## src/rtl/robot_pkg.sv

```systemverilog
// robot_pkg: definitions shared by the motor command path.
//   motor_cmd_t / CMD_*  : one-hot motor command encoding (all-zero = STOP)
//   grant_t              : which source produced the current request
//   arb_state_t          : motor_cmd_arbiter state machine encoding
//   cmd_is_valid()       : true for STOP and the five one-hot commands
package robot_pkg;

  typedef logic [4:0] motor_cmd_t;

  localparam motor_cmd_t CMD_STOP  = 5'b00000;
  localparam motor_cmd_t CMD_FWD   = 5'b00001;
  localparam motor_cmd_t CMD_REV   = 5'b00010;
  localparam motor_cmd_t CMD_LEFT  = 5'b00100;
  localparam motor_cmd_t CMD_RIGHT = 5'b01000;
  localparam motor_cmd_t CMD_SPIN  = 5'b10000;

  typedef enum logic [1:0] {
    GRANT_FSM    = 2'd0,
    GRANT_IR     = 2'd1,
    GRANT_SAFETY = 2'd2
  } grant_t;

  typedef enum logic [1:0] {
    ARB_IDLE     = 2'd0,
    ARB_DRIVE    = 2'd1,
    ARB_DEADTIME = 2'd2
  } arb_state_t;

  // Anything that is not STOP or a single known direction bit is illegal.
  function automatic logic cmd_is_valid(input motor_cmd_t cmd);
    logic ok;
    case (cmd)
      CMD_STOP, CMD_FWD, CMD_REV, CMD_LEFT, CMD_RIGHT, CMD_SPIN: ok = 1'b1;
      default:                                                  ok = 1'b0;
    endcase
    return ok;
  endfunction

endpackage

```

## src/rtl/hold_timer.sv

```systemverilog
// hold_timer: saturating counter with a synchronous load.
//   COUNT_UP = 0 : counts down and sticks at 0 (watchdog style)
//   COUNT_UP = 1 : counts up and sticks at MAX_VAL (hold/debounce style)
// Ports:
//   i_clk      in  1 : clock
//   i_reset    in  1 : synchronous active-high reset, count -> 0
//   i_load     in  1 : load i_load_val this cycle (wins over counting)
//   i_load_val in  W : value to load
//   o_count    out W : current count
module hold_timer #(
  parameter int unsigned MAX_VAL  = 1,
  parameter bit          COUNT_UP = 1'b0,
  parameter int unsigned W        = $clog2(MAX_VAL + 1)
) (
  input  logic         i_clk,
  input  logic         i_reset,
  input  logic         i_load,
  input  logic [W-1:0] i_load_val,
  output logic [W-1:0] o_count
);

  localparam logic [W-1:0] LIMIT = W'(MAX_VAL);
  localparam logic [W-1:0] ZERO  = {W{1'b0}};
  localparam logic [W-1:0] ONE   = W'(1'b1);

  logic [W-1:0] r_count;

  // Count register: load first, otherwise step toward the end that saturates.
  always_ff @(posedge i_clk) begin
    if (i_reset) begin
      r_count <= ZERO;
    end else if (i_load) begin
      r_count <= i_load_val;
    end else if (COUNT_UP) begin
      if (r_count != LIMIT) begin
        r_count <= r_count + ONE;
      end
    end else begin
      if (r_count != ZERO) begin
        r_count <= r_count - ONE;
      end
    end
  end

  assign o_count = r_count;

endmodule

```

## src/rtl/motor_cmd_arbiter.sv

```systemverilog
// motor_cmd_arbiter: picks the single command that reaches the motor driver.
// Priority: proximity interlock (blocks FWD only) > IR manual override >
// autonomous robot_fsm command. Includes an IR command watchdog and,
// when MOTOR_ARB_DEADTIME_EN is defined, a forced STOP of DEADTIME_CYC
// cycles between two different non-STOP commands.
// Ports:
//   i_clk           in  1 : system clock
//   i_reset         in  1 : synchronous active-high reset
//   i_fsm_cmd       in  5 : autonomous command
//   i_overwrite     in  1 : manual (IR) mode selected
//   i_ir_cmd        in  5 : IR command, valid with i_ir_valid
//   i_ir_valid      in  1 : one-cycle IR strobe
//   i_proximity     in  1 : obstacle detected (already synchronised)
//   o_motor_cmd     out 5 : registered motor command
//   o_grant         out 2 : source of the request behind o_motor_cmd
//   o_safety_active out 1 : interlock engaged
//   o_deadtime_busy out 1 : in the reversal dead-time (0 without the macro)
// Build option: MOTOR_ARB_DEADTIME_EN enables the dead-time state/counter.
module motor_cmd_arbiter
  import robot_pkg::*;
#(
  parameter int unsigned DEADTIME_CYC    = 2_500_000,
  parameter int unsigned IR_TIMEOUT_CYC  = 7_500_000,
  parameter int unsigned SAFETY_HOLD_CYC = 1_000_000
) (
  input  logic       i_clk,
  input  logic       i_reset,
  input  logic [4:0] i_fsm_cmd,
  input  logic       i_overwrite,
  input  logic [4:0] i_ir_cmd,
  input  logic       i_ir_valid,
  input  logic       i_proximity,
  output logic [4:0] o_motor_cmd,
  output logic [1:0] o_grant,
  output logic       o_safety_active,
  output logic       o_deadtime_busy
);

  localparam int unsigned IR_W   = $clog2(IR_TIMEOUT_CYC + 1);
  localparam int unsigned HOLD_W = $clog2(SAFETY_HOLD_CYC + 1);

  localparam logic [IR_W-1:0]   IR_LOAD   = IR_W'(IR_TIMEOUT_CYC);
  localparam logic [IR_W-1:0]   IR_ZERO   = {IR_W{1'b0}};
  localparam logic [HOLD_W-1:0] HOLD_ZERO = {HOLD_W{1'b0}};
  localparam logic [HOLD_W-1:0] HOLD_DONE = HOLD_W'(SAFETY_HOLD_CYC);

  logic [IR_W-1:0]   w_ir_timer;
  logic [HOLD_W-1:0] w_hold_cnt;
  motor_cmd_t        r_ir_q;
  logic              r_safety_active;
  logic              w_ir_expired;
  motor_cmd_t        w_raw;
  motor_cmd_t        w_req;
  grant_t            w_grant;
  arb_state_t        r_state;
  arb_state_t        w_state_nxt;
  motor_cmd_t        r_motor;
  motor_cmd_t        w_motor_nxt;
  grant_t            r_grant;

  // IR watchdog: reloaded by every strobe, a zero count means expired.
  hold_timer #(
    .MAX_VAL (IR_TIMEOUT_CYC),
    .COUNT_UP(1'b0),
    .W       (IR_W)
  ) u_ir_timer (
    .i_clk     (i_clk),
    .i_reset   (i_reset),
    .i_load    (i_ir_valid),
    .i_load_val(IR_LOAD),
    .o_count   (w_ir_timer)
  );

  // Safety hold: counts consecutive proximity-low cycles.
  hold_timer #(
    .MAX_VAL (SAFETY_HOLD_CYC),
    .COUNT_UP(1'b1),
    .W       (HOLD_W)
  ) u_safety_hold (
    .i_clk     (i_clk),
    .i_reset   (i_reset),
    .i_load    (i_proximity),
    .i_load_val(HOLD_ZERO),
    .o_count   (w_hold_cnt)
  );

  // IR command latch, captured on the strobe.
  always_ff @(posedge i_clk) begin
    if (i_reset) begin
      r_ir_q <= CMD_STOP;
    end else if (i_ir_valid) begin
      r_ir_q <= i_ir_cmd;
    end
  end

  // Interlock flag: set by proximity, released one cycle after the hold completes.
  always_ff @(posedge i_clk) begin
    if (i_reset) begin
      r_safety_active <= 1'b0;
    end else if (i_proximity) begin
      r_safety_active <= 1'b1;
    end else if (w_hold_cnt == HOLD_DONE) begin
      r_safety_active <= 1'b0;
    end
  end

  assign w_ir_expired = (w_ir_timer == IR_ZERO);

  // Raw request before legality and interlock filtering.
  always_comb begin
    w_raw = i_fsm_cmd;
    if (i_overwrite) begin
      if (w_ir_expired) begin
        w_raw = CMD_STOP;
      end else begin
        w_raw = r_ir_q;
      end
    end else begin
      w_raw = i_fsm_cmd;
    end
  end

  // Final request and grant: illegal codes become STOP, the interlock blocks FWD only.
  always_comb begin
    w_req   = CMD_STOP;
    w_grant = GRANT_FSM;
    if (cmd_is_valid(w_raw)) begin
      w_req = w_raw;
    end else begin
      w_req = CMD_STOP;
    end
    if (r_safety_active && (w_raw == CMD_FWD)) begin
      w_req   = CMD_STOP;
      w_grant = GRANT_SAFETY;
    end else if (i_overwrite) begin
      w_grant = GRANT_IR;
    end else begin
      w_grant = GRANT_FSM;
    end
  end

`ifdef MOTOR_ARB_DEADTIME_EN
  localparam int unsigned DT_W = $clog2(DEADTIME_CYC + 1);
  localparam logic [DT_W-1:0] DT_LOAD = DT_W'(DEADTIME_CYC - 1);
  localparam logic [DT_W-1:0] DT_ZERO = {DT_W{1'b0}};
  localparam logic [DT_W-1:0] DT_ONE  = DT_W'(1'b1);

  logic [DT_W-1:0] r_dt_cnt;
  logic            w_dt_load;
  logic            r_deadtime_busy;
`endif

  // Next state and next motor command.
  always_comb begin
    w_state_nxt = r_state;
    w_motor_nxt = r_motor;
`ifdef MOTOR_ARB_DEADTIME_EN
    w_dt_load   = 1'b0;
`endif
    case (r_state)
      ARB_IDLE: begin
        if (w_req != CMD_STOP) begin
          w_state_nxt = ARB_DRIVE;
          w_motor_nxt = w_req;
        end else begin
          w_state_nxt = ARB_IDLE;
          w_motor_nxt = CMD_STOP;
        end
      end
      ARB_DRIVE: begin
        if (w_req == r_motor) begin
          w_state_nxt = ARB_DRIVE;
        end else if (w_req == CMD_STOP) begin
          w_state_nxt = ARB_IDLE;
          w_motor_nxt = CMD_STOP;
        end else begin
`ifdef MOTOR_ARB_DEADTIME_EN
          w_state_nxt = ARB_DEADTIME;
          w_motor_nxt = CMD_STOP;
          w_dt_load   = 1'b1;
`else
          w_state_nxt = ARB_DRIVE;
          w_motor_nxt = w_req;
`endif
        end
      end
`ifdef MOTOR_ARB_DEADTIME_EN
      ARB_DEADTIME: begin
        // The exit uses whatever is requested now, not what caused the reversal.
        if (r_dt_cnt != DT_ZERO) begin
          w_state_nxt = ARB_DEADTIME;
          w_motor_nxt = CMD_STOP;
        end else if (w_req == CMD_STOP) begin
          w_state_nxt = ARB_IDLE;
          w_motor_nxt = CMD_STOP;
        end else begin
          w_state_nxt = ARB_DRIVE;
          w_motor_nxt = w_req;
        end
      end
`endif
      default: begin
        w_state_nxt = ARB_IDLE;
        w_motor_nxt = CMD_STOP;
      end
    endcase
  end

  // State, motor command and grant registers.
  always_ff @(posedge i_clk) begin
    if (i_reset) begin
      r_state <= ARB_IDLE;
      r_motor <= CMD_STOP;
      r_grant <= GRANT_FSM;
    end else begin
      r_state <= w_state_nxt;
      r_motor <= w_motor_nxt;
      r_grant <= w_grant;
    end
  end

`ifdef MOTOR_ARB_DEADTIME_EN
  // Dead-time counter: loaded on a reversal, counts down while in DEADTIME, never wraps.
  always_ff @(posedge i_clk) begin
    if (i_reset) begin
      r_dt_cnt <= DT_ZERO;
    end else if (w_dt_load) begin
      r_dt_cnt <= DT_LOAD;
    end else if ((r_state == ARB_DEADTIME) && (r_dt_cnt != DT_ZERO)) begin
      r_dt_cnt <= r_dt_cnt - DT_ONE;
    end
  end

  // Busy flag registered alongside the state it reports.
  always_ff @(posedge i_clk) begin
    if (i_reset) begin
      r_deadtime_busy <= 1'b0;
    end else begin
      r_deadtime_busy <= (w_state_nxt == ARB_DEADTIME);
    end
  end

  assign o_deadtime_busy = r_deadtime_busy;
`else
  assign o_deadtime_busy = 1'b0;
`endif

  assign o_motor_cmd     = r_motor;
  assign o_grant         = r_grant;
  assign o_safety_active = r_safety_active;

endmodule

```

## config.mk

```make
export PLATFORM = sky130hd
export DESIGN_NAME = motor_cmd_arbiter
export DESIGN_NICKNAME = d
export VERILOG_FILES = /design/src/rtl/robot_pkg.sv /design/src/rtl/hold_timer.sv /design/src/rtl/motor_cmd_arbiter.sv
export SDC_FILE = /design/constraint.sdc
export NUM_CORES = 1
export LEC_CHECK = 0
export CORE_ASPECT_RATIO = 0.75
export CORE_MARGIN = 2
export CORE_UTILIZATION = 51
export DETAILED_ROUTE_END_ITERATION = 12
export GPL_TIMING_DRIVEN = 0
export PLACE_DENSITY = 0.84
export SETUP_SLACK_MARGIN = 0.2
export SLEW_MARGIN = 20
export SYNTH_ARGS = -nofsm -noshare
export SYNTH_HDL_FRONTEND = slang
export SYNTH_SLANG_ARGS = --single-unit
```

## constraint.sdc

```tcl
create_clock -name i_clk -period 1.8 [get_ports i_clk]
set_input_delay 0.45 -clock i_clk [delete_from_list [all_inputs] [get_ports i_clk]]
set_output_delay 0.45 -clock i_clk [all_outputs]
set_load 0.01 [all_outputs]
```

### After elaboration in Yosys (flattened, before gate mapping)

Cells that the tools add are included.

* bits in registers: 58
* latch bits: 0
* RAM bits: 0
* ROM bits: 0
* input port bits: 15
* logic and storage cells: 53
* memories: 0

* add/subtract/negate cells: 2
* multipliers: 0
* divide/modulo/power cells: 0
* order comparisons: 0
* eq/ne operators: 10
* shift-type cells: 0
* multiplexer cells: 19
* bitwise logic cells: 0
* reduce and logical (&&, ||, !) cells: 13

Operators with widths (number)
* $mux W23: 2
* $mux W5: 7
* $logic_not A23 Y1: 1
* $reduce_bool A23 Y1: 1
* $sub A23 B1 Y23 const B: 1
* $add A20 B1 Y20 const B: 1
* $eq A20 B20 Y1 const B: 1
* $ne A20 B20 Y1 const B: 1
* $logic_not A5 Y1: 2
* $pmux W5 S2: 1
* $mux W1: 7
* $reduce_or A2 Y1: 3
* $reduce_or A6 Y1: 1
* $eq A5 B1 Y1 const B: 1
* $eq A5 B2 Y1 const B: 1
* $eq A5 B3 Y1 const B: 1
* $eq A5 B4 Y1 const B: 1
* $eq A5 B5 Y1: 1
* $eq A5 B5 Y1 const B: 1
* $reduce_bool A5 Y1: 1
* $pmux W2 S2: 1
* $reduce_bool A2 Y1: 2
* $eq A2 B1 Y1 const B: 1
* $logic_not A2 Y1: 1
* 3 further kinds: 3

### Longest topological paths before layout

Gate-level depths: netlist (run 1).

* depth after elaboration: 12
* mapped depth: 9

### Cells and area by module

A second synthesis (run 1) with hierarchy kept.

* cells, all modules: 395
* area, all modules: 3289.4 um^2

By module, submodules not included
* hold_timer at u_ir_timer: times used 1, cells an instance 168, area each 1336.3 um^2, seq. area each 460.4 um^2
* hold_timer at u_safety_hold: times used 1, cells an instance 134, area each 1176.1 um^2, seq. area each 400.4 um^2
* motor_cmd_arbiter: times used 1, cells an instance 93, area each 777.0 um^2, seq. area each 260.2 um^2

### Worst setup path before layout (run 1)

OpenSTA, ideal clock, no wires.

* kind: reg-to-reg
* start: register u_ir_timer.r_count[0] (netlist: u_ir_timer.o_count[0])
* end: register u_ir_timer.r_count[16] (netlist: u_ir_timer.o_count[16])
* library setup time: 128 ps
* arrival time: 1750 ps
* slack: -78 ps
* cell stages (with the launch flop): 10
* cell sequence: dfxtp_1 inv_1 ha_1 nor2b_1 nand4_4 o2111ai_1 or2_2 nor3_1 xnor2_1 nor2_1

* longest elaborated chain between the ends: 1

RTL lines
* start: declaration: RTL line hold_timer.sv:26 `logic [W-1:0] r_count;`
* start signal: assignment: RTL line hold_timer.sv:33 `r_count <= i_load_val;`
* start signal: assignment: RTL line hold_timer.sv:36 `r_count <= r_count + ONE;`
* start signal: assignment: RTL line hold_timer.sv:40 `r_count <= r_count - ONE;`
* $sub A23 B1 Y23 / $reduce_bool A23 Y1 (equally long branches): RTL line hold_timer.sv:40, hold_timer.sv:39

Several ways; a longest one is shown, not always the timed one.
A chain may end at the register's enable or synchronous reset.

### Worst setup path in the final report (run 1)

* start: register u_ir_timer.r_count[12] (netlist: u_ir_timer.o_count[12])
* end: register u_ir_timer.r_count[5] (netlist: u_ir_timer.o_count[5])

* longest elaborated chain between the ends: 2

RTL lines
* $reduce_bool A23 Y1: RTL line hold_timer.sv:39 `if (r_count != ZERO) begin`
* $reduce_bool A2 Y1 (no line)

No other way between the ends.

==> results of run 1 <==
cell families after synthesis:
kind of cell             count (synthesis)  share of synthesized area
buffers and inverters                   16                    0.02486
multiplexers                            12                    0.04828
AND/OR/NAND/NOR                        136                     0.2882
other                                    1                   0.001433
adder cells (fa/ha/maj)                  4                    0.01912
AO/OA/AOI/OAI                           32                    0.07601
XOR/XNOR                                34                     0.1138
flip-flops                              56                     0.4283
layout make-up:
| type | instances | area [um2] | area share |
|---|---|---|---|
| Timing Repair Buffer | 56 | 496.7 | 0.1354 |
| Clock inverter | 1 | 8.758 | 0.002387 |
| Sequential cell | 56 | 1189 | 0.3239 |
| Clock buffer | 7 | 76.32 | 0.02080 |
| Buffer | 9 | 41.29 | 0.01125 |
| Multi-Input combinational cell | 219 | 1757 | 0.4787 |
| Tap cell | 60 | 75.07 | 0.02046 |
| Inverter | 7 | 26.28 | 0.007160 |
flip-flops by register name, summed over array words and instances, names as in the netlist:
register,flops
u_safety_hold.o_count,20
o_motor_cmd,5
r_ir_q,5
o_safety_active,1
o_grant,2
u_ir_timer.o_count,23
synth_stat cells, types with 2 or more instances:
| cell | n |
|---|---|
| a21oi_1 | 17 |
| and2_1 | 2 |
| and3_1 | 2 |
| and4_1 | 2 |
| clkbuf_1 | 7 |
| dfxtp_1 | 56 |
| ha_1 | 4 |
| inv_1 | 6 |
| mux2_2 | 2 |
| mux2i_1 | 9 |
| nand2_1 | 18 |
| nand2b_1 | 2 |
| nand3_1 | 10 |
| nand3b_1 | 2 |
| nand4_1 | 4 |
| nor2_1 | 46 |
| nor3_1 | 16 |
| nor4_1 | 6 |
| nor4_2 | 2 |
| nor4_4 | 3 |
| o211ai_1 | 2 |
| o21ai_0 | 5 |
| or2_2 | 5 |
| or3_1 | 7 |
| or4_1 | 3 |
| xnor2_1 | 14 |
| xor2_1 | 20 |
worst reg2reg max path: cells and delay by family, from the launching register on:
kind | cells | cell delay, ns
AOI/OAI and AO/OA | 2 | 0.49
buffers and inverters | 3 | 0.34
and+or+nand+nor | 3 | 0.61
DFF | 1 | 0.38
per-stage QoR:
stage / cell area (um2) / hold slack (ns)
6_report: 3670 / 0.5226
5_1_grt: 3670 / 0.5411
4_1_cts: 3362 / 0.4923
3_5_place_dp: 2987 / 0.4860
3_3_place_gp: 2987 / 0.4703
2_1_floorplan: 2711 / 0.4599
worst max path at each step:
| stage | end | depth (start not counted) | startpoint |
|---|---|---|---|
| global route | u_ir_timer.o_count[7] | 7 | u_ir_timer.o_count[12] |
| CTS | u_ir_timer.o_count[16] | 8 | u_ir_timer.o_count[7] |
| global placement | o_motor_cmd[4] | 7 | i_overwrite |
| detailed placement | o_motor_cmd[2] | 7 | i_overwrite |
| finish | u_ir_timer.o_count[5] | 8 | u_ir_timer.o_count[12] |
| floorplan | u_ir_timer.o_count[16] | 7 | u_ir_timer.o_count[5] |
layer usage:
metal,wire length (um),share of wire,global-route usage
met1,3152,0.41,0.2983
met2,3796,0.50,0.3856
met3,390,0.051,0.04869
met4,304,0.040,0.08984
met5,0,0,0
power breakdown:
| part | switching (mW) | internal [mW] | total [mW] | leakage, nW |
|---|---|---|---|---|
| registers | 0.0771 | 1.29 | 1.36 | 0.474 |
| logic | 0.314 | 0.325 | 0.639 | 0.821 |
| clock network | 0.430 | 0.280 | 0.710 | 0.0424 |
| total | 0.821 | 1.89 | 2.71 | 1.34 |
what timing repair did:
action,CTS,global route
gates resized for setup,45,58
pin swaps,17,24
setup buffers,22,14
setup endpoints to repair,45,38
==> out/results.ini, run 1 <==
[clock_tree]
numClockSinks = 56
root_buffer = clkbuf_8
cts.htree.levels = 2
insertion_delay_ns = 0.32
clock_path_buffers = 2
clk_pin_slew_ns = 0.11
ctsHoldBuffers = 0
numCtsBuffers = 5
cts_tree = done

[timing]
grt_setup_unrepaired = true
setup_viol = 18
fmax_mhz = 529.2
finalHoldViolCount = 0
fin_setup_tns_ns = -0.7548
period_needed_ns = 1.890
slew_viol_final = 0
period_share = 1.050
worstMarginPinSlew_ns = 0.5445
worst_slack_ns = -0.08961
relSlewSlack = 0.6370
skew_ns = 0.01875

[outcome]
violations = setup timing
status = finished with violations

[yosys]
ys_types = 46
ys_seq_area_frac = 0.4283
synthArstFlopShare = 0
synth.area.top_cells = dfxtp_1, xor2_1, nor2_1
syn-cell-area_mm2 = 0.002618
synth_area_leader_cell = dfxtp_1
ys_ff_latch = 56
synth_top_area_frac = 0.4283
ys.flop_type = dfxtp_1
synth_enable_flop_cells = 0
ys_warn_count = 0
avgSynthCellArea_um2 = 8.995
synth_nets = 310
syn_inst = 291

[die]
rows = 22
dieWidth_um = 86.73
initial_utilization = 0.5312
fp.dieH_um = 66.04
io_pins = 24
core_mm2 = 0.004927
dieArea_mm2 = 0.005727

[setup_path]
cp_data_arrival_time_ns = 2.14
worstPathRequired_ns = 2.05
cpMaxStageDelayCell = dfxtp_2
critPathLaunchType = register
path_class = register to register
max_stage_delay_ns = 0.38
r2r-end = u_ir_timer.o_count[5]
cp_top_family = simple AND/OR/NAND/NOR gates
worstPathCellList = nor4_4 -> nand2_2 -> o211ai_1 -> buf_4 -> buf_6 -> buf_6 -> nand2_2 -> a31oi_1
rr_startpoint = u_ir_timer.o_count[12]
reg2reg_depth = 8
path_max_fanout = 6
timing.critical_path.buf_inv = 3
end_kind = register
ff2ff_setup_slack_ns = -0.09

[finish]
postLayoutCoreUtil = 0.7448
final_common_cell = nor2_1
layout_common_cells = nor2_1, buf_4, dfxtp_1
drive_gt1_frac = 0.3887
stdcell_count = 415
n_antenna_cell = 0
fillers = 294
fin_nets = 373
area_delta_synth_final_pct = 40.20

[placement]
place.gp.congestion = 0.8235
io_buffers = 20
post-dp-hpwl_um = 3853
place_inst = 371
place_ws_ns = -0.4034

[power]
peakVddDrop_mv = 0.4204
power_leakage_nw = 1.337
cellPowerDensity_mw_per_mm2 = 739.5
power.total_mw = 2.714

[hold_path]
worstHoldStart = u_safety_hold.o_count[1]
hold_depth = 2
hold_end = u_safety_hold.o_count[1]
hold_path.class = register to register

[detailed_routing]
viasPerCell = 5.824
wl_per_cell_um = 18.42
drt_iter0_drc = 189
drc = 0
drtAntennaViolNets = 0
vias = 2417
drt_pass1_iterations = 4
wl_um = 7644

[job]
maxCapViolCount = 0

[global_routing]
grt_use_total = 0.2326
grt_pass1_vias = 2218
grt_pass1_wl_um = 10350
overflow = 0
grt_max_degree = 17
antenna_found_initial = 0

(Power assumes the default switching activity.)
==> run 2: changes to the inputs <==
CORE_UTILIZATION = 55   (was 51)
PLACE_DENSITY = 0.86   (was 0.84)
clock period = 2 ns   (was 1.8 ns; I/O delays follow)
==> run 2 against run 1 <==
Compared with the run above: the run now ends clean; total power is 14% lower; maximum frequency is 1.2% higher; count of clock-buffer cells in the layout is 2 lower; routed wire length is 15% lower; critical path type unchanged; highest routed layer unchanged.
==> out/results.ini, run 2 (synthesis gave the netlist of run 1 again) <==
[outcome]
status = finished clean

[setup_path]
max_stage_delay_ns = 0.38  ; about the same
r2r-end = u_ir_timer.o_count[12]
cp.depth = 8  ; unchanged
cpMostUsedCell = buf_4
worstPathCellList = nor4_4 -> buf_4 -> nand4_4 -> o2111ai_4 -> buf_4 -> nor3_2 -> xnor2_1 -> a21oi_1
path_max_fanout = 4  ; -2
timing.critical_path.buf_inv = 2  ; -1
cpMaxStageDelayCell = dfxtp_4
rr_startpoint = u_ir_timer.o_count[7]
cp-startpoint = u_ir_timer.o_count[7]
ff2ff_setup_slack_ns = 0.13  ; +0.22 ns
cp_top_family = simple AND/OR/NAND/NOR gates
critPathLaunchType = register
reg2reg_depth = 8  ; unchanged
endpoint = u_ir_timer.o_count[12]
path_class = register to register
cp_data_arrival_time_ns = 2.04  ; -0.10 ns
worstPathRequired_ns = 2.18  ; +0.13 ns
end_kind = register

[placement]
place.gp.congestion = 0.8748  ; +6.2%
post-dp-hpwl_um = 3800  ; -1.4%
io_buffers = 20  ; unchanged
dpl_cell_area_mm2 = 0.002912  ; -2.5%

[finish]
layout_common_cells = nor2_1, dfxtp_1, buf_4
largest_reg_flops = 23  ; unchanged
drive_gt1_frac = 0.2865  ; -0.1022
final_area_mm2 = 0.003435  ; -6.4%
final_common_cell = nor2_1
area_delta_synth_final_pct = 31.21
fin_nets = 361  ; -3.2%
n_antenna_cell = 0  ; unchanged

[timing]
fin_hold_ws_ns = 0.5029  ; -0.01972 ns
setup_viol = 0  ; -18
relSlewSlack = 0.6279  ; -0.009123
period_share = 0.9336  ; -0.1162
fin_setup_tns_ns = 0  ; +0.7548 ns
finalHoldViolCount = 0  ; unchanged
fmax_mhz = 535.6  ; +1.2%
period_needed_ns = 1.867  ; -0.02244 ns
skew_ns = 0.01008  ; -0.008666 ns
slew_viol_final = 0  ; unchanged
worstMarginPinSlew_ns = 0.5582  ; +0.01368 ns
grt_setup_unrepaired = true

[clock_tree]
numCtsBuffers = 5  ; unchanged
root_buffer = clkbuf_8
cts.htree.levels = 2  ; unchanged
clk_pin_slew_ns = 0.10  ; about the same
clock_path_buffers = 2  ; unchanged
ctsHoldBuffers = 0  ; unchanged
numClockSinks = 56  ; unchanged
cts_tree = done
insertion_delay_ns = 0.31  ; about the same

[die]
io_pins = 24  ; unchanged
rows = 21  ; -4.5%
dieWidth_um = 83.66  ; -3.5%
core_mm2 = 0.004519  ; -8.3%
dieArea_mm2 = 0.005333  ; -6.9%
initial_utilization = 0.5792  ; +0.04795
fp.dieH_um = 63.75  ; -3.5%

[detailed_routing]
wl_per_cell_um = 16.27  ; -12%
drt_pass1_iterations = 4  ; unchanged
viasPerCell = 5.584  ; -4.1%
drc = 0  ; unchanged
vias = 2228  ; -7.8%
drt_iter0_drc = 112  ; -41%
wl_um = 6491  ; -15%
drtAntennaViolNets = 0  ; unchanged

[hold_path]
hold_path.class = register to register

[global_routing]
grt_pass1_wl_um = 9646  ; -6.8%
grt_max_degree = 17  ; unchanged
grt_pass1_vias = 2092  ; -5.7%
grt_use_total = 0.2262  ; -0.006391
overflow = 0  ; unchanged
antenna_found_initial = 0  ; unchanged

[power]
peakVddDrop_mv = 0.5561  ; +32%
power_leakage_nw = 1.234  ; -7.7%
cellPowerDensity_mw_per_mm2 = 683.0  ; -7.6%

[job]
maxCapViolCount = 0  ; unchanged

## run 2: per-layer routing
metal	vias to the layer above	share of wire	GRT usage
met5	-	0	0
met4	0	0.018	0.09274
met3	11	0.037	0.05168
met2	46	0.49	0.3650
met1	1061	0.46	0.2955
li1	1110	-	-
## run 2: how the worst min path moves through the flow
stage                              startpoint                        end  slack (ns)  depth (start not counted)
finish                  u_ir_timer.o_count[9]      u_ir_timer.o_count[9]        0.50                          2
global route            u_ir_timer.o_count[9]      u_ir_timer.o_count[9]        0.51                          2
CTS                  u_safety_hold.o_count[1]   u_safety_hold.o_count[1]        0.50                          2
detailed placement                  r_ir_q[1]                  r_ir_q[1]        0.48                          2
global placement    u_safety_hold.o_count[12]  u_safety_hold.o_count[12]        0.48                          2
floorplan                           r_ir_q[1]                  r_ir_q[1]        0.46                          2
## run 2: what timing repair did
| item | in CTS | in global routing |
|---|---|---|
| setup endpoints to repair | 24 | 26 |
| buffers inserted | 9 | 15 |
| pin swaps | 7 | 23 |
| gates resized for setup | 22 | 49 |
## run 2: worst reg2reg max path, delay by kind of cell (launching register included)
family,cells,cell delay (ns)
xor gates and xnor gates,1,0.17
buffers and inverters,2,0.36
DFF,1,0.38
and+or+nand+nor,3,0.43
AOI/OAI and AO/OA,2,0.38
## run 2: layout make-up
class,count,area [um2]
well taps,57,71.32
plain buffers,9,45.04
clock inverters,2,12.51
flip-flops and latches,56,1150
multi-input cells,219,1674
repair buffers,44,386.6
clock buffers,5,68.82
inverters,7,26.28
fillers,281,1085
## run 2: power by group
part | switching, mW | internal, mW
clock network | 0.363 | 0.238
registers | 0.0675 | 1.16
logic | 0.257 | 0.257
total | 0.687 | 1.66
## run 2: through the flow
stage / instances / total power [mW] / util / worst slack (ns)
final: 399 / 2.346 / 0.7600 / 0.1328
after CTS: 384 / 2.238 / 0.6955 / 0.1673
after floorplan: 291 / 1.487 / - / 0.2042
after detailed placement: 368 / 1.587 / 0.6442 / -0.2518
after global placement: 368 / 1.575 / 0.6442 / -0.2254
after global routing: 399 / 2.437 / 0.7600 / 0.06673
==> run 3: changes to the inputs <==
ABC_AREA = 1   (was not set)
HOLD_SLACK_MARGIN = 0.1   (was not set)
PLACE_DENSITY = 0.85   (was 0.86)
==> run 3 against run 2 <==
Compared with the run above: core utilization increased by 2.8 points; non-clock buffer count increased by 13; cell area increased by 14%; sequential power about the same; die area increased by 8.6%; highest routed layer unchanged; cell count increased by 26%; combinational power increased by 2%; first-iteration DRC count increased by 94%; largest power group unchanged; setup slack got worse by 0.050 ns; synthesized cell count increased by 29%.
==> out/results.ini, run 3 <==
[timing]
skew_ns = 0.004344  ; -0.005736 ns
worst_slack_ns = 0.08292  ; -0.04991 ns
slew_viol_final = 0  ; unchanged
period_share = 0.9585  ; +0.02495
period_needed_ns = 1.917  ; +0.04991 ns
worstMarginPinSlew_ns = 0.5230  ; -0.03521 ns
setup_viol = 0  ; unchanged
fmax_mhz = 521.6  ; -2.6%
relSlewSlack = 0.6513  ; +0.02348
finalHoldViolCount = 0  ; unchanged
grt_setup_unrepaired = true

[clock_tree]
root_buffer = clkbuf_8
clock_path_buffers = 2  ; unchanged
insertion_delay_ns = 0.31  ; about the same
cts.htree.levels = 2  ; unchanged
numCtsBuffers = 5  ; unchanged
numClockSinks = 56  ; unchanged
cts_tree = done
clk_pin_slew_ns = 0.10  ; about the same
ctsHoldBuffers = 0  ; unchanged

[finish]
regArea_mm2 = 0.001151  ; +0.11%
final_common_cell = nand2_1
layout_common_cells = nand2_1, dfxtp_1, inv_1, nor2_1, buf_4
n_antenna_cell = 0  ; unchanged
area_delta_synth_final_pct = 36.62
fin_nets = 461  ; +28%
postLayoutCoreUtil = 0.7876  ; +0.02766
drive_gt1_frac = 0.3544  ; +0.06785
fillers = 281  ; unchanged
largest_reg_flops = 23  ; unchanged
stdcell_count = 503  ; +26%
multi_input_area_mm2 = 0.001819  ; +8.7%

[placement]
place.gp.congestion = 0.8600  ; -1.7%
io_buffers = 22  ; +10%
place_inst = 458  ; +24%
post-dp-hpwl_um = 4450  ; +17%
place_ws_ns = -0.1895  ; +0.06222 ns

[detailed_routing]
vias = 2897  ; +30%
wl_um = 8328  ; +28%
drt_pass1_iterations = 5  ; +1
drc = 0  ; unchanged
drt_iter0_drc = 217  ; +94%
drtAntennaViolNets = 0  ; unchanged
wl_per_cell_um = 16.56  ; +1.8%
viasPerCell = 5.759  ; +3.1%

[yosys]
ys_types = 41  ; -11%
synth_area_leader_cell = dfxtp_1
synth_nets = 395  ; +27%
synth_top_area_frac = 0.3925  ; -0.03583
syn_inst = 376  ; +29%
ys_seq_area_frac = 0.3925  ; -0.03583
yosys-top-cells-count = dfxtp_1, nand2_1, nor2_1, inv_1, a21oi_1
ys_warn_count = 0  ; unchanged
synth.area.top_cells = dfxtp_1, nand2_1, nor2_1
ys.flop_type = dfxtp_1
synthMostInstantiatedCell = dfxtp_1
avgSynthCellArea_um2 = 7.597  ; -16%
synthArstFlopShare = 0  ; unchanged
syn-cell-area_mm2 = 0.002856  ; +9.1%
ys_ff_latch = 56  ; unchanged
synth_enable_flop_cells = 0  ; unchanged

[setup_path]
cpMaxStageDelayCell = dfxtp_4
max_stage_delay_ns = 0.38  ; about the same
path_max_fanout = 4  ; unchanged
end_kind = register
critPathLaunchType = register
path_class = register to register
cp_top_family = simple AND/OR/NAND/NOR gates
worstPathRequired_ns = 2.18  ; about the same
worstPathCellList = ha_4 -> nand2_4 -> nor2_4 -> inv_2 -> nor3_4 -> inv_2 -> nor3_4 -> nand3_4 -> nor3_4 -> inv_2 -> o21ai_2 -> a21oi_1
timing.critical_path.buf_inv = 3  ; +1
cp_data_arrival_time_ns = 2.10  ; +0.06 ns

[power]
cellPowerDensity_mw_per_mm2 = 610.0  ; -11%
power_leakage_nw = 1.569  ; +27%
peakVddDrop_mv = 0.3734  ; -33%

[global_routing]
antenna_found_initial = 0  ; unchanged
grt_pass1_wl_um = 11260  ; +17%
grt_pass1_vias = 2507  ; +20%
grt_max_degree = 16  ; -1
grt_use_total = 0.2462  ; +0.02001
overflow = 0  ; unchanged

[hold_path]
hold_path.class = register to register

[die]
dieArea_mm2 = 0.005792  ; +8.6%
core_mm2 = 0.004955  ; +9.6%
dieWidth_um = 87.22  ; +4.2%
io_pins = 24  ; unchanged
fp.dieH_um = 66.41  ; +4.2%
initial_utilization = 0.5765  ; -0.002665
rows = 22  ; +4.8%

[outcome]
status = finished clean

[job]
maxCapViolCount = 0  ; unchanged

==> run 3: layout make-up <==
class | instances | share of cell area
clock buffer | 8 | 0.02308
inverter | 51 | 0.05034
tap | 60 | 0.01924
timing repair buffer | 59 | 0.1350
buffer | 7 | 0.01122
multi-input combinational | 262 | 0.4662
sequential | 56 | 0.2950
==> run 3: final timing paths <==
kind                                 start                   endpoint  slack [ns]  cells after the start
setup / recovery  u_safety_hold.o_count[0]  u_safety_hold.o_count[16]        0.08                     12
hold / removal      u_ir_timer.o_count[21]     u_ir_timer.o_count[21]        0.49                      2
setup reg to reg  u_safety_hold.o_count[0]  u_safety_hold.o_count[16]        0.08                     12
hold reg to reg     u_ir_timer.o_count[21]     u_ir_timer.o_count[21]        0.49                      2
==> run 3: worst min-delay path: stages, from the launching register on <==
cell	delay, ns
dfxtp_2	0.35
nand2_2	0.06
a21oi_2	0.04
==> run 3: logic make-up (layout without fill, tap and decap cells) <==
family	Yosys count	in the layout	synth area share
buffers and inverters	58	125	0.08016
flip-flops	56	56	0.3925
AND/OR/NAND/NOR	189	189	0.3640
adder cells (fa/ha/maj)	4	4	0.01752
other	1	1	0.001313
XOR/XNOR	8	8	0.02453
AO/OA/AOI/OAI	60	60	0.1200
==> run 3: timing repair <==
| item | CTS | global route |
|---|---|---|
| resized for setup | 31 | 77 |
| endpoints found under the setup margin | 23 | 28 |
| buffers inserted | 13 | 24 |
| pin swaps | 9 | 40 |
==> run 3: routing by layer <==
layer / routed length, um / global-route usage / up-vias
met1: 3493 / 0.3251 / 1375
met3: 474 / 0.05119 / 34
met4: 269 / 0.06538 / 0
met2: 4091 / 0.4103 / 125
met5: 0 / 0 / -
li1: - / - / 1363
==> run 3: stage by stage <==
step / power (mW) / cell area, um2 / setup TNS (ns) / hold slack, ns
floorplan: 1.491 / 2867 / 0 / 0.4395
global placement: 1.577 / 3162 / -2.163 / 0.4562
detailed placement: 1.592 / 3162 / -3.075 / 0.4835
CTS: 2.262 / 3467 / 0 / 0.4998
global route: 2.460 / 3902 / -0.1158 / 0.5149
finish: 2.381 / 3902 / 0 / 0.4879
==> run 3: power by group <==
group	internal, mW	switching [mW]
Clock	0.284	0.364
Sequential	1.16	0.0516
Combinational	0.221	0.302
Total	1.66	0.717
